**src/rtl/exe_mem_req_ctrl.sv**
```systemverilog
// exe_mem_req_ctrl
//   EX-stage data-memory request controller. Accepts load/store ops from EX,
//   checks alignment, issues SRAM-like bus requests (req/addr_ok, data_ok)
//   and tracks up to MAX_OUTST accepted-but-unanswered accesses. Load data
//   goes back to MEM already lane-selected and sign/zero-extended. A flush
//   turns every in-flight access into a silent discard, so bus/FIFO ordering
//   stays in step with the memory side.
//
// Ports
//   clk, reset          clock, synchronous active-high reset
//   in_valid/in_ready   EX op handshake (ready = issued or retired as misaligned)
//   in_we/in_size/in_signed/in_addr/in_wdata/in_meta   op description
//   blk, flush          suppress new requests / cancel in-flight accesses
//   ale                 current op is misaligned or has an illegal size
//   req/wr/size/addr/wstrb/wdata   bus request channel
//   addr_ok/data_ok/rdata          bus handshake and read data
//   resp_valid/resp_data/resp_meta/resp_store   completion to MEM
//   outst_cnt           number of outstanding accesses
module exe_mem_req_ctrl #(
  parameter int DATA_W    = 32,
  parameter int ADDR_W    = 32,
  parameter int MAX_OUTST = 2,
  parameter int META_W    = 8
) (
  input  logic                clk,
  input  logic                reset,
  input  logic                in_valid,
  output logic                in_ready,
  input  logic                in_we,
  input  logic [1:0]          in_size,
  input  logic                in_signed,
  input  logic [ADDR_W-1:0]   in_addr,
  input  logic [DATA_W-1:0]   in_wdata,
  input  logic [META_W-1:0]   in_meta,
  input  logic                blk,
  input  logic                flush,
  output logic                ale,
  output logic                req,
  output logic                wr,
  output logic [1:0]          size,
  output logic [ADDR_W-1:0]   addr,
  output logic [DATA_W/8-1:0] wstrb,
  output logic [DATA_W-1:0]   wdata,
  input  logic                addr_ok,
  input  logic                data_ok,
  input  logic [DATA_W-1:0]   rdata,
  output logic                resp_valid,
  output logic [DATA_W-1:0]   resp_data,
  output logic [META_W-1:0]   resp_meta,
  output logic                resp_store,
  output logic [3:0]          outst_cnt
);

  localparam int STRB_W = DATA_W / 8;
  localparam int LANE_W = $clog2(STRB_W);
  localparam int PTR_W  = (MAX_OUTST > 1) ? $clog2(MAX_OUTST) : 1;

  // Byte-lane extraction already done by the caller; keep the low 8<<sz bits
  // and fill the rest with the sign bit (signed) or zeros.
  function automatic logic [DATA_W-1:0] load_extend(input logic [DATA_W-1:0] raw,
                                                    input logic [1:0]        sz,
                                                    input logic              sgn);
    int                nbits;
    logic [DATA_W-1:0] keep;
    logic [DATA_W-1:0] msb_sh;
    logic              fill;
    nbits = 8 << sz;
    if (nbits >= DATA_W) return raw;
    keep   = (DATA_W'(1) << nbits) - DATA_W'(1);
    msb_sh = raw >> (nbits - 1);
    fill   = sgn & msb_sh[0];
    return (raw & keep) | (fill ? ~keep : '0);
  endfunction

  function automatic logic [PTR_W-1:0] ptr_inc(input logic [PTR_W-1:0] p);
    return (p == PTR_W'(MAX_OUTST - 1)) ? '0 : p + PTR_W'(1);
  endfunction

  logic [3:0]       outst_cnt_q, outst_cnt_d;
  logic [3:0]       discard_q, discard_d;
  logic [PTR_W-1:0] wr_ptr_q, rd_ptr_q;

  // Per-request metadata, written at addr_ok and read at data_ok.
  logic [META_W-1:0] meta_q [MAX_OUTST];
  logic [1:0]        size_q [MAX_OUTST];
  logic              sgn_q  [MAX_OUTST];
  logic [LANE_W-1:0] lane_q [MAX_OUTST];
  logic              we_q   [MAX_OUTST];

  logic              misalign;
  logic              not_full;
  logic              push, pop;
  logic [LANE_W-1:0] lane_in;
  logic [STRB_W-1:0] size_mask;
  logic [DATA_W-1:0] raw_sel;

  // ---- request side (combinational on the EX op) ----
  always_comb begin
    misalign = 1'b0;
    case (in_size)
      2'b00:   misalign = 1'b0;
      2'b01:   misalign = in_addr[0];
      2'b10:   misalign = |in_addr[1:0];
      default: misalign = (DATA_W == 32) || (|in_addr[2:0]);
    endcase
  end

  assign not_full = outst_cnt_q < 4'(MAX_OUTST);
  assign ale      = in_valid & misalign;
  assign req      = ~reset & in_valid & ~misalign & ~blk & ~flush & not_full;
  assign push     = req & addr_ok;
  // A misaligned op is consumed without touching the bus so EX can raise ALE.
  assign in_ready = push | (~reset & in_valid & misalign & ~flush);
  // A stray data_ok with nothing outstanding is dropped.
  assign pop      = ~reset & data_ok & (outst_cnt_q != 4'd0);

  assign wr      = in_we;
  assign size    = in_size;
  assign addr    = in_addr;
  assign lane_in = in_addr[LANE_W-1:0];

  always_comb begin
    size_mask = '1;
    wdata     = in_wdata;
    case (in_size)
      2'b00: begin
        size_mask = STRB_W'(1);
        wdata     = {STRB_W{in_wdata[7:0]}};
      end
      2'b01: begin
        size_mask = STRB_W'(3);
        wdata     = {(STRB_W/2){in_wdata[15:0]}};
      end
      2'b10: begin
        size_mask = STRB_W'(15);
        wdata     = {(DATA_W/32){in_wdata[31:0]}};
      end
      default: begin
        size_mask = '1;
        wdata     = in_wdata;
      end
    endcase
  end

  assign wstrb = in_we ? (size_mask << lane_in) : '0;

  // ---- response side (combinational on data_ok, FIFO head) ----
  assign raw_sel    = rdata >> {lane_q[rd_ptr_q], 3'b000};
  assign resp_valid = pop & (discard_q == 4'd0);
  assign resp_meta  = meta_q[rd_ptr_q];
  assign resp_store = we_q[rd_ptr_q];
  assign resp_data  = we_q[rd_ptr_q] ? '0
                                     : load_extend(raw_sel, size_q[rd_ptr_q], sgn_q[rd_ptr_q]);
  assign outst_cnt  = outst_cnt_q;

  always_comb begin
    outst_cnt_d = outst_cnt_q;
    if (push && !pop)      outst_cnt_d = outst_cnt_q + 4'd1;
    else if (!push && pop) outst_cnt_d = outst_cnt_q - 4'd1;

    // Everything still in flight after this edge belongs to the flushed
    // stream; those completions are swallowed before anything newer.
    discard_d = discard_q;
    if (flush)                        discard_d = outst_cnt_q - {3'b000, pop};
    else if (pop && discard_q != 4'd0) discard_d = discard_q - 4'd1;
  end

  // ---- state update at the clock edge ----
  always_ff @(posedge clk) begin
    if (reset) begin
      outst_cnt_q <= 4'd0;
      discard_q   <= 4'd0;
      wr_ptr_q    <= '0;
      rd_ptr_q    <= '0;
    end else begin
      outst_cnt_q <= outst_cnt_d;
      discard_q   <= discard_d;
      if (push) wr_ptr_q <= ptr_inc(wr_ptr_q);
      if (pop)  rd_ptr_q <= ptr_inc(rd_ptr_q);
    end
  end

  always_ff @(posedge clk) begin
    if (push) begin
      meta_q[wr_ptr_q] <= in_meta;
      size_q[wr_ptr_q] <= in_size;
      sgn_q[wr_ptr_q]  <= in_signed;
      lane_q[wr_ptr_q] <= lane_in;
      we_q[wr_ptr_q]   <= in_we;
    end
  end

  a_no_stray_data_ok: assert property (@(posedge clk) disable iff (reset)
                                       data_ok |-> (outst_cnt_q != 4'd0));

endmodule
```
**config.mk**
```make
export PLATFORM = sky130hd
export DESIGN_NAME = exe_mem_req_ctrl
export DESIGN_NICKNAME = d
export VERILOG_FILES = /design/src/rtl/exe_mem_req_ctrl.sv
export SDC_FILE = /design/constraint.sdc
export NUM_CORES = 1
export LEC_CHECK = 0
export ABC_AREA = 1
export BUFFER_PORTS_ARGS = -buffer_cell sky130_fd_sc_hd__buf_2
export CORE_ASPECT_RATIO = 0.6
export CORE_MARGIN = 3
export CORE_UTILIZATION = 43
export DETAILED_ROUTE_END_ITERATION = 16
export HOLD_SLACK_MARGIN = 0.08
export PLACE_DENSITY_LB_ADDON = 0.12
export SETUP_SLACK_MARGIN = 0.15
export SYNTH_ARGS = -nofsm -noshare
export SYNTH_HDL_FRONTEND = slang
export SYNTH_SLANG_ARGS = --single-unit
```
**constraint.sdc**
```tcl
create_clock -name clk -period 2.8 [get_ports clk]
set_clock_uncertainty 0.1 [all_clocks]
set_input_delay 0.42 -clock clk [delete_from_list [all_inputs] [get_ports clk]]
set_output_delay 0.42 -clock clk [all_outputs]
set_load 0.02 [all_outputs]
```
Yosys cells after proc, flatten, opt, wreduce, memory -nomap -nowiden --
Memory sizes are Yosys's and may differ from the RTL's. A register that Yosys moved wholly into a read port is not among the register bits. Cells that the tools add are included.
Word-level totals: bits in registers 10, bits in writable memories 28, bits of input ports 115, word-level logic and storage cells 86, memories 5
Memory list:
- meta_q | depth 2, width 8, read ports 1, clocked after Yosys merged registers in 1, write ports 1, line 84 | logic [META_W-1:0] meta_q [MAX_OUTST];
- lane_q | depth 2, width 2, read ports 1, clocked after Yosys merged registers in 1, write ports 1, line 87 | logic [LANE_W-1:0] lane_q [MAX_OUTST];
- size_q | depth 2, width 2, read ports 1, clocked after Yosys merged registers in 1, write ports 1, line 85 | logic [1:0] size_q [MAX_OUTST];
- sgn_q | depth 2, width 1, read ports 1, clocked after Yosys merged registers in 1, write ports 1, line 86 | logic sgn_q [MAX_OUTST];
- we_q | depth 2, width 1, read ports 1, clocked after Yosys merged registers in 1, write ports 1, line 88 | logic we_q [MAX_OUTST];
Cells by class: add/subtract/negate cells 8, $lt $le $gt $ge 2, equality and inequality tests 2, shift-type cells 5, mux-type cells 27, bitwise operators 21, reductions and logical operators 12
Operator list (count):
- 2-to-1 mux 32 bit | 4
- case mux 32 bit (2 select lines) | 1
- subtractor 32 x 2 -> 32 bit (second input constant) | 2
- AND 32 bit | 1
- greater-or-equal comparator 32 x 7 -> 1 bit (second input constant) | 1
- NOT 32 bit | 1
- bitwise OR 32 bit | 1
- left shift 1 x 32 -> 32 bit (first input constant) | 1
- left shift 4 x 2 -> 32 bit (first input constant) | 1
- >> shifter 32 x 32 -> 1 bit | 1
- >> shifter 32 x 5 -> 32 bit | 1
- 2-to-1 mux 4 bit | 5
- 2-to-1 mux 1 bit | 15
- AND 1 bit | 13
- case mux 4 bit (2 select lines) | 1
- nonzero test 4 bit | 2
- subtractor 4 x 1 -> 4 bit (second input constant) | 2
- adder 4 x 1 -> 4 bit (second input constant) | 1
- zero test 4 bit | 1
- less-than comparator 4 x 2 -> 1 bit (second input constant) | 1
- NOT 1 bit | 4
- nonzero test 2 bit | 2
- left shift 4 x 2 -> 4 bit | 1
- subtractor 4 x 1 -> 4 bit | 1
- other kinds (9) | 13

Logic depth before layout (Yosys ltp) --
Gate-level depths: netlist of run 1.
word-level depth 12, gate-level depth with buffers 15

Least setup slack after synthesis of run 1 --
Ideal clock, no wire load.
kind input port to flip-flop, start in in_addr[0], end reg outst_cnt_q[3] (netlist: outst_cnt[3]), library setup time 0.113 ns, arrival time 2.310 ns, data required time 2.587 ns, slack 0.277 ns, stages 13, buffers on the path 0, cell sequence or2_2 > o21ai_0 > nand3_1 > inv_1 > ha_1 > inv_1 > ha_1 > a21oi_1 > nand2_1 > a21oi_1 > o21ai_0 > nor2_1 > nor2_1
Between the ends: longest elaborated chain between the ends 11, elaborated cells between the ends (all ways) 13, those cells by class 2 x mux; 6 x bitwise; 5 x reduce/logical
Ends and longest elaborated chain:
- from (decl) | line 32 | input logic [ADDR_W-1:0] in_addr,
- OR reduction 2 bit | line 103 | 2'b10: misalign = |in_addr[1:0];
- case mux 1 bit (3 select lines) (*) | line 100 | case (in_size)
- NOT 1 bit (*) | line 110 | assign req = ~reset & in_valid & ~misalign & ~blk & ~flush & not_full;
- AND 1 bit (*) (4 in a row) | line 110
- AND 1 bit (*) | line 111 | assign push = req & addr_ok;
- net push | line 92 | logic push, pop;
- zero test 1 bit | line 159 | else if (!push && pop) outst_cnt_d = outst_cnt_q - 4'd1;
- logical AND 1 bit | line 159
- nonzero test 2 bit (no source line)
- to (signal assigned) | line 176 | outst_cnt_q <= outst_cnt_d;
- to (decl) | line 79 | logic [3:0] outst_cnt_q, outst_cnt_d;
Mark *: on every way through the listed nets, which the timed path passes. The rest lies on a longest branch. A chain may end at the register's enable or synchronous reset.

==> run_results.csv, run 1 <==
group,metric,value,unit
setup_path,cp_slowest_cell,"dfxtp_4",
clock_network,cts_tree,"yes",
setup_path,cp_max_fo,19,
yosys,async_flop_share,0,
setup_path,worst-endpoint-arrival,2.03,ns
yosys,synth_area_leader_cell,"edfxtp_1",
power_and_ir_drop,ir_drop,0.256,mV
global_route,grt_max_degree,31,
placement,portBuffers,174,
routing,post_drt_wl_per_cell,14.8,µm
clock_network,clk_pin_slew,0.06,ns
power_and_ir_drop,finalPower,2590,µW
setup_path,end_kind,"output port",
routing,ant_nets,0,
run,cap_violations,0,
yosys,synthTopCellsByArea,"edfxtp_1, nand2_1, buf_4, dfxtp_1, o21ai_0",
placement,place_inst,748,
timing,setup_ws,0.247,ns
finish,final_cell_count_no_fill,759,
global_route,antenna_found_initial,0,
placement,pre_cts_slack,0.137,ns
setup_path,cpMostUsedCell,"nor2_1",
setup_path,crit_required,2.28,ns
yosys,ys_warn_count,0,
floorplan,die_w,123,µm
setup_path,critPathMaxStageDelay,0.38,ns
yosys,ys_ff_latch,39,
timing,hold_violations,0,
routing,routed_wl,11200,µm
yosys,synth_area,0.00353,mm²
routing,drc,0,
clock_network,clock_latency,0.28,ns
routing,drtIter0Drc,197,
clock_network,htreeDepth,2,
routing,via_per_inst,4.99,
yosys,synth.top_cells.by_count,"nand2_1, inv_1, buf_4",
floorplan,design.core.area,0.00760,mm²
finish,diodes,0,
yosys,yosysUniqueCellTypes,33,
yosys,yosysTopAreaCellShare,0.238,
placement,gp_congestion,0.858,
finish,drive_gt1_frac,0.377,
global_route,grtUsageTotal,0.230,
setup_path,path_class,"reg2out",
setup_path,startpoint_type,"flip-flop",
timing,fin_crit_sh,0.912,
finish,post-route-util,0.588,
yosys,avgSynthCellArea,6.83,µm²
yosys,synth-edff-count,28,
timing,slew_viol_final,0,
yosys,synthCells,517,
timing,max_slew_margin,0.599,
yosys,synth_most_common_cell,"nand2_1",
timing,rsz0062_at_grt,"false",
setup_path,crit_chain,"inv_6, nand2_2, nand2_4, nor2_1, nor2_1, nand3_2, nand3_4, buf_12, a21oi_2, buf_2",
floorplan,die_h,76.2,µm
floorplan,io_pins,235,
yosys,ys.flop_type,"edfxtp_1",
routing,vias,3789,
power_and_ir_drop,p_per_area,580,mW/mm²
run_status,status,"complete, no violations",
clock_network,cts.sinks,39,
power_and_ir_drop,power_leakage,0.00232,µW
yosys,synthesis.nets,639,
routing,drt_pass1_iterations,4,
floorplan,rows,24,
timing,setup_viol,0,
global_route,grt_pass1_vias,3440,
finish,area_delta_synth_final,26.5,%
yosys,seq_area_frac_synth,0.300,
timing,fmax,392,MHz
placement,dpl.hpwl,8690,µm
timing,tns,0,ns
clock_network,root_buffer,"clkbuf_16",
min_path,hold_path_class,"in2reg",
floorplan,die_area,0.00937,mm²
clock_network,cts_buffers,5,
timing,post-route-min-period,2.55,ns
global_route,grt_pass1_wl,17400,µm
timing,tightest_slew,0.601,ns
clock_network,cts.path.max_buffers,2,
floorplan,start_util,0.465,
global_route,grt.overflow.total,0,
finish,num-nets-final,776,
power breakdown:
group          leakage, µW  internal [µW]  switching, µW  total, µW
combinational      0.00190            437            850       1290
sequential        0.000344            643           27.7        671
clock            0.0000838            419            216        635
sequential cells by signal, indices dropped and copies added (netlist names), named ones only:
name       count
meta_q        16
discard_q      4
lane_q         4
outst_cnt      4
size_q         4
sgn_q          2
we_q           2
rd_ptr_q       1
wr_ptr_q       1
timing repair:
item / CTS / global route
buffers inserted: 0 / 1
endpoints found under the setup margin: 24 / 28
resized for setup: 3 / 13
pin swaps: 2 / 2
gates cloned: 1 / 1
hold buffers: 0 / 0
area by class of cell:
| cell class | count | area [µm²] |
|---|---|---|
| fill | 733 | 3130 |
| multi-input combinational | 359 | 1850 |
| inverter | 55 | 211 |
| clock buffer | 5 | 125 |
| timing repair buffer | 194 | 1040 |
| sequential | 39 | 1070 |
| clock inverter | 3 | 43.8 |
| tap | 104 | 130 |
stage by stage:
| stage | hold WS [ns] | cell area (µm²) |
|---|---|---|
| final | 0.227 | 4470 |
| after global routing | 0.212 | 4470 |
| after CTS | 0.220 | 4390 |
| after detailed placement | 0.380 | 4200 |
| after global placement | 0.369 | 4200 |
| after floorplan | 0.359 | 3530 |
kinds of logic (layout without fill, tap and decap cells):
kind of cell	after synthesis	in the layout	share of synthesized area
AND/OR/NAND/NOR	243	245	0.280
buffers and inverters	121	257	0.196
AO/OA/AOI/OAI	101	101	0.182
flip-flops	39	39	0.300
adder cells (fa/ha/maj)	7	7	0.0269
XOR/XNOR	5	5	0.0124
multiplexers	1	1	0.00283
path summary, 6_finish.rpt:
kind | start | cells after the start | slack (ns) | end
setup / recovery | flip-flop | 10 | 0.25 | resp_data[21]
hold / removal | in_meta[4] | 1 | 0.23 | meta_q[0][4]$_DFFE_PP_
setup reg to reg | outst_cnt[0]$_SDFFE_PP0P_ | 15 | 0.44 | outst_cnt[3]$_SDFFE_PP0P_
hold reg to reg | wr_ptr_q$_SDFFE_PP0P_ | 2 | 0.40 | wr_ptr_q$_SDFFE_PP0P_
worst max-delay path, delay by kind of cell (launching register included):
| family | cells | cell delay (ns) |
|---|---|---|
| AND/OR/NAND/NOR | 6 | 0.87 |
| AO/OA/AOI/OAI | 1 | 0.05 |
| flip-flops | 1 | 0.38 |
| buffers and inverters | 3 | 0.44 |
per-layer routing:
layer,up-vias,part of all wire,GRT usage
li1,1906,-,-
met1,1727,0.42,0.305
met2,126,0.49,0.380
met3,30,0.066,0.0512
met4,0,0.020,0.0564
met5,-,0,0
placed cells by master (no fill, tap or decap), types with 2 or more instances in the layout:
cell and n:
buf_2 174, nand2_1 166, inv_1 50, o21ai_0 41, nor2_1 37, edfxtp_1 28, nand3_1 21, a21oi_2 20
a21oi_1 18, buf_4 17, o211ai_1 14, dfxtp_1 7, nor3_1 6, ha_1 6, clkbuf_16 5, o21ai_2 4
nand2_2 4, nand3_4 4, xor2_1 4, dfxtp_2 3, clkinv_1 2, inv_2 2, nand3_2 2, buf_6 2
Power figures use the tool's default switching activity.
==> run 2: changes to the inputs <==
Settings changed: CORE_ASPECT_RATIO 0.6 to 0.75, CORE_UTILIZATION 43 to 39.
Clock period 2.8 ns to 2.3 ns, I/O delays scaled along.
==> run 2 against run 1 <==
  * Highest routed layer unchanged
  * Cell area up 10%
  * First-iteration DRC count increased by 99%
  * Worst hold slack lost 0.070 ns
  * Largest cell class unchanged
  * Clock power up 19%
==> run_results.csv, run 2 (same netlist as run 1, synthesis figures left out) <==
group,metric,value,unit
clock_network,cts.sinks,39,
routing,routed_wl,11900,µm
placement,dpl.hpwl,9250,µm
finish,diodes,0,
setup_path,crit_chain,"inv_1, nand2_1, nand2_4, nand3_2, a21oi_4, nand3_4, buf_12, a21oi_4, buf_4",
clock_network,clk_pin_slew,0.06,ns
floorplan,die_area,0.0102,mm²
timing,tightest_slew,0.315,ns
timing,fin_crit_sh,0.994,
timing,max_slew_margin,0.790,
setup_path,worst-endpoint-arrival,1.84,ns
placement,portBuffers,174,
setup_path,cp_slowest_cell,"edfxtp_1",
setup_path,r2r_end,"outst_cnt[3]$_SDFFE_PP0P_",
setup_path,critPathBufInv,3,
routing,drt_pass1_iterations,5,
setup_path,critical-path-top-delay-family,"simple AND/OR/NAND/NOR gates",
timing,post-route-min-period,2.29,ns
clock_network,cts.path.max_buffers,2,
timing,slew_viol_final,0,
setup_path,r2r_slack,0.25,ns
clock_network,cts_tree,"yes",
setup_path,r2r-start,"outst_cnt[1]$_SDFFE_PP0P_",
setup_path,critPathLaunch,"lane_q[0][0]$_DFFE_PP_",
power_and_ir_drop,p_per_area,694,mW/mm²
global_route,grt_pass1_wl,18200,µm
setup_path,crit_required,1.86,ns
clock_network,cts_hold_buf,0,
routing,ant_nets,0,
setup_path,cp_max_fo,10,
run,cap_violations,0,
timing,rsz0062_at_grt,"true",
clock_network,cts_buffers,5,
finish,largest_reg_flops,16,
setup_path,critPathMaxStageDelay,0.41,ns
setup_path,reg2reg_depth,14,
finish,final_common_cell,"nand2_1",
floorplan,design.core.area,0.00864,mm²
finish,post-route-util,0.570,
clock_network,clock_latency,0.28,ns
finish,largest-register,"meta_q",
power_and_ir_drop,power_leakage,0.00248,µW
clock_network,htreeDepth,2,
floorplan,die_w,116,µm
timing,fmax,437,MHz
finish,area_delta_synth_final,39.2,%
setup_path,end_kind,"output port",
global_route,grt_max_degree,35,
timing,hold_violations,0,
placement,pre_cts_slack,-0.0301,ns
run_status,status,"complete, no violations",
setup_path,critPathCapture,"resp_data[15]",
min_path,hp-start,"in_meta[6]",
routing,via_per_inst,5.05,
setup_path,cpMostUsedCell,"a21oi_4",
placement,gp_congestion,0.920,
routing,drc,0,
timing,whs,0.157,ns
power_and_ir_drop,ir_drop,0.380,mV
floorplan,start_util,0.409,
finish,drive_gt1_frac,0.435,
timing,setup_viol,0,
power_and_ir_drop,finalPower,3410,µW
clock_network,root_buffer,"clkbuf_16",
setup_path,cp_num_cells,9,
global_route,grt_pass1_vias,3708,
global_route,grt.overflow.total,0,
routing,vias,3946,
floorplan,rows,29,
global_route,grtUsageTotal,0.223,
setup_path,path_class,"reg2out",
routing,post_drt_wl_per_cell,15.2,µm
floorplan,die_h,88.4,µm
setup_path,startpoint_type,"flip-flop",
global_route,antenna_found_initial,0,
routing,drtIter0Drc,393,
floorplan,io_pins,235,
finish,final_cell_mix,"nand2_1, buf_2, buf_4, inv_1, nor2_1",
min_path,hold_path_class,"in2reg",
timing,setup_ws,0.0133,ns
finish,num-nets-final,795,
## run 2: area by class of cell
class	instances	area, µm²
repair buffers	215	1360
flip-flops and latches	39	1080
multi-input cells	357	1960
inverters	55	225
well taps	108	135
clock buffers	5	125
fillers	825	3720
clock inverters	3	38.8
## run 2: stage by stage
| step | cells | cell area (µm²) | setup TNS [ns] |
|---|---|---|---|
| 5_1_grt | 782 | 4920 | -1.30 |
| 2_1_floorplan | 517 | 3580 | 0 |
| 3_3_place_gp | 760 | 4360 | 0 |
| 3_5_place_dp | 760 | 4360 | -0.0696 |
| 4_1_cts | 775 | 4750 | 0 |
| 6_report | 782 | 4920 | 0 |
## run 2: worst min path at each step
stage / endpoint / slack, ns / depth (start not counted)
floorplan: discard_q[2]$_SDFFE_PP0P_ / 0.31 / 1
detailed placement: wr_ptr_q$_SDFFE_PP0P_ / 0.38 / 2
global placement: wr_ptr_q$_SDFFE_PP0P_ / 0.37 / 2
CTS: meta_q[1][6]$_DFFE_PP_ / 0.15 / 1
global route: meta_q[0][1]$_DFFE_PP_ / 0.16 / 1
finish: meta_q[1][6]$_DFFE_PP_ / 0.16 / 1
## run 2: what timing repair did
| item | CTS | global route |
|---|---|---|
| pin swaps | 7 | 15 |
| endpoints found under the hold margin | 0 | 0 |
| setup buffers | 7 | 6 |
| resized for setup | 59 | 33 |
| setup endpoints to repair | 35 | 33 |
| cloned | 0 | 1 |
## run 2: power by group
part	leakage, µW	total, µW	switching (µW)	internal (µW)
Clock	0.0000812	757	252	505
Sequential	0.000345	815	31.1	784
Combinational	0.00205	1840	1120	726
Total	0.00248	3410	1400	2010
## run 2: per-layer routing
| metal | vias up | wire, µm | global-route usage |
|---|---|---|---|
| met5 | - | 0 | 0 |
| met4 | 0 | 214 | 0.0643 |
| met3 | 27 | 826 | 0.0458 |
| met2 | 176 | 5860 | 0.387 |
| met1 | 1797 | 4960 | 0.284 |
| li1 | 1946 | - | - |
==> run 3: changes to the inputs <==
Settings changed: CORE_UTILIZATION 39 to 43.
Clock period 2.3 ns to 2.5 ns, I/O delays scaled along.
==> run 3 against run 2 <==
  * Register-to-register slack about the same
  * Utilization up 6.8 points
  * Cell area down 0.66%
  * Final cell count down 1.2%
  * Routed wire length up 0.86%
  * Via count grew 0.86%
  * Highest routed layer unchanged
  * Clock power down 45%
  * Sequential power down 9.0%
  * Non-clock buffer count down 2
==> run_results.csv, run 3 (same netlist as run 1, synthesis figures left out) <==
group,metric,value,unit
setup_path,end_kind,"output port",
setup_path,startpoint_type,"flip-flop",
routing,post_drt_wl_per_cell,15.5,µm
timing,hold_violations,0,
timing,fmax,401,MHz
routing,via_per_inst,5.15,
global_route,grtUsageMet1,0.279,
timing,max_slew_margin,0.735,
placement,pre_cts_slack,-0.00292,ns
finish,diodes,0,
min_path,min_path_cells,1,
power_and_ir_drop,comb_power_share,0.604,
floorplan,die_h,84.5,µm
min_path,hold_path_class,"in2reg",
timing,slew_viol_final,0,
clock_network,cts_buffers,5,
clock_network,cts_hold_buf,0,
power_and_ir_drop,seq_power_share,0.254,
timing,setup_viol,0,
finish,drive_gt1_frac,0.424,
global_route,use_met2,0.423,
placement,gp_congestion,0.880,
global_route,grtUsageMet3,0.0490,
routing,ant_nets,0,
power_and_ir_drop,power_switching,1300,µW
power_and_ir_drop,power_leakage,0.00247,µW
setup_path,worst-endpoint-arrival,2.02,ns
timing,fin_crit_sh,0.998,
finish,largest-register,"meta_q",
placement,place_area,0.00426,mm²
global_route,grt_pass1_vias,3782,
floorplan,rows,27,
timing,rsz0062_at_grt,"true",
setup_path,cp_max_fo,7,
finish,final_cell_mix,"nand2_1, buf_2, inv_1, buf_4, o21ai_0",
power_and_ir_drop,ir_drop,0.317,mV
power_and_ir_drop,p_int,1620,µW
global_route,grt.overflow.total,0,
global_route,antenna_found_initial,0,
floorplan,design.core.area,0.00767,mm²
routing,routed_wl,12000,µm
run_status,status,"complete, no violations",
power_and_ir_drop,swShare,0.446,
routing,vias,3980,
timing,tightest_slew,0.394,ns
finish,area_delta_synth_final,38.3,%
global_route,grtUsageTotal,0.236,
clock_network,cts_tree,"yes",
routing,drtIter0Drc,281,
clock_network,cts.sinks,39,
clock_network,cts.path.max_buffers,2,
global_route,grt_max_degree,35,
routing,drt_pass1_iterations,5,
placement,portBuffers,174,
timing,setup_ws,0.00535,ns
setup_path,path_class,"reg2out",
floorplan,die_area,0.00935,mm²
clock_network,clk_pin_slew,0.08,ns
finish,final_cell_area,0.00489,mm²
timing,post-route-min-period,2.49,ns
floorplan,io_pins,235,
global_route,grt_pass1_wl,18400,µm
setup_path,reg2reg_depth,14,
finish,num-nets-final,793,
clock_network,clock_latency,0.29,ns
placement,dpl.hpwl,8890,µm
finish,final_common_cell,"nand2_1",
floorplan,start_util,0.461,
finish,n_fill_cell,701,
clock_network,htreeDepth,2,
clock_network,root_buffer,"clkbuf_8",
power_and_ir_drop,clkPwrFrac,0.143,
floorplan,die_w,111,µm
power_and_ir_drop,p_per_area,599,mW/mm²
finish,largest_reg_flops,16,
global_route,busiest_layer,"met2",
routing,drc,0,
setup_path,crit_required,2.03,ns
run,cap_violations,0,
## run 3: changes by cell type in the layout (fill, tap and decap cells not counted), moves of 3 or more
cell,change
clkbuf_8,+5
a21oi_4,+3
o21ai_0,+6
dfxtp_4,-3
clkbuf_16,-4
buf_6,+8
a21oi_2,-3
buf_4,-14
inv_1,+3
o21ai_1,-6
dfxtp_1,+3
## run 3: worst max-delay path, cell delays in order (launching register included)
cell      delay (ns)
edfxtp_1        0.45
inv_1           0.11
nand2_2         0.07
nand2_2         0.10
nand3_2         0.09
a21oi_2         0.18
nand3_4         0.19
buf_12          0.20
a21oi_1         0.17
buf_4           0.18
## run 3: power groups by stage
stage / clock network, µW / registers, µW / logic, µW
3_5_place_dp: 0 / 751 / 1390
3_3_place_gp: 0 / 750 / 1390
6_report: 417 / 742 / 1770
4_1_cts: 427 / 740 / 1540
2_1_floorplan: 0 / 757 / 1050
5_1_grt: 462 / 746 / 1910
## run 3: worst paths after layout
check | start | endpoint | slack (ns)
hold / removal | in_meta[0] | meta_q[1][0]$_DFFE_PP_ | 0.17
setup reg to reg | outst_cnt[3]$_SDFFE_PP0P_ | outst_cnt[3]$_SDFFE_PP0P_ | 0.24
hold reg to reg | wr_ptr_q$_SDFFE_PP0P_ | wr_ptr_q$_SDFFE_PP0P_ | 0.39
setup / recovery | lane_q[1][0]$_DFFE_PP_ | resp_data[9] | 0.005
## run 3: cell type report
class / instances / area, µm² / share of cell area
Clock buffer: 6 / 72.6 / 0.0149
Clock inverter: 2 / 12.5 / 0.00256
Inverter: 55 / 218 / 0.0446
Multi-Input combinational cell: 357 / 1980 / 0.405
Sequential cell: 39 / 1070 / 0.218
Tap cell: 101 / 126 / 0.0259
Timing Repair Buffer: 213 / 1410 / 0.289
## run 3: per-stage QoR
stage | std cells | hold WS, ns | power (µW) | setup TNS [ns] | utilization
finish | 773 | 0.170 | 2930 | 0 | 0.637
global route | 773 | 0.157 | 3120 | -0.462 | 0.637
CTS | 765 | 0.167 | 2710 | 0 | 0.597
detailed placement | 751 | 0.381 | 2150 | -0.00292 | 0.555
global placement | 751 | 0.370 | 2140 | 0 | 0.555
floorplan | 517 | 0.344 | 1810 | 0 | -
## run 3: what timing repair did
item                       4_1_cts  5_1_grt
setup endpoints to repair       34       33
setup buffers                    5        5
gates resized for setup         53       53
pin swaps                        5       15
gates cloned                     1        3
## run 3: routing by layer
layer | vias up | wire (µm)
li1 | 1936 | -
met1 | 1800 | 4560
met2 | 194 | 6040
met3 | 50 | 941
met4 | 0 | 418
met5 | - | 0
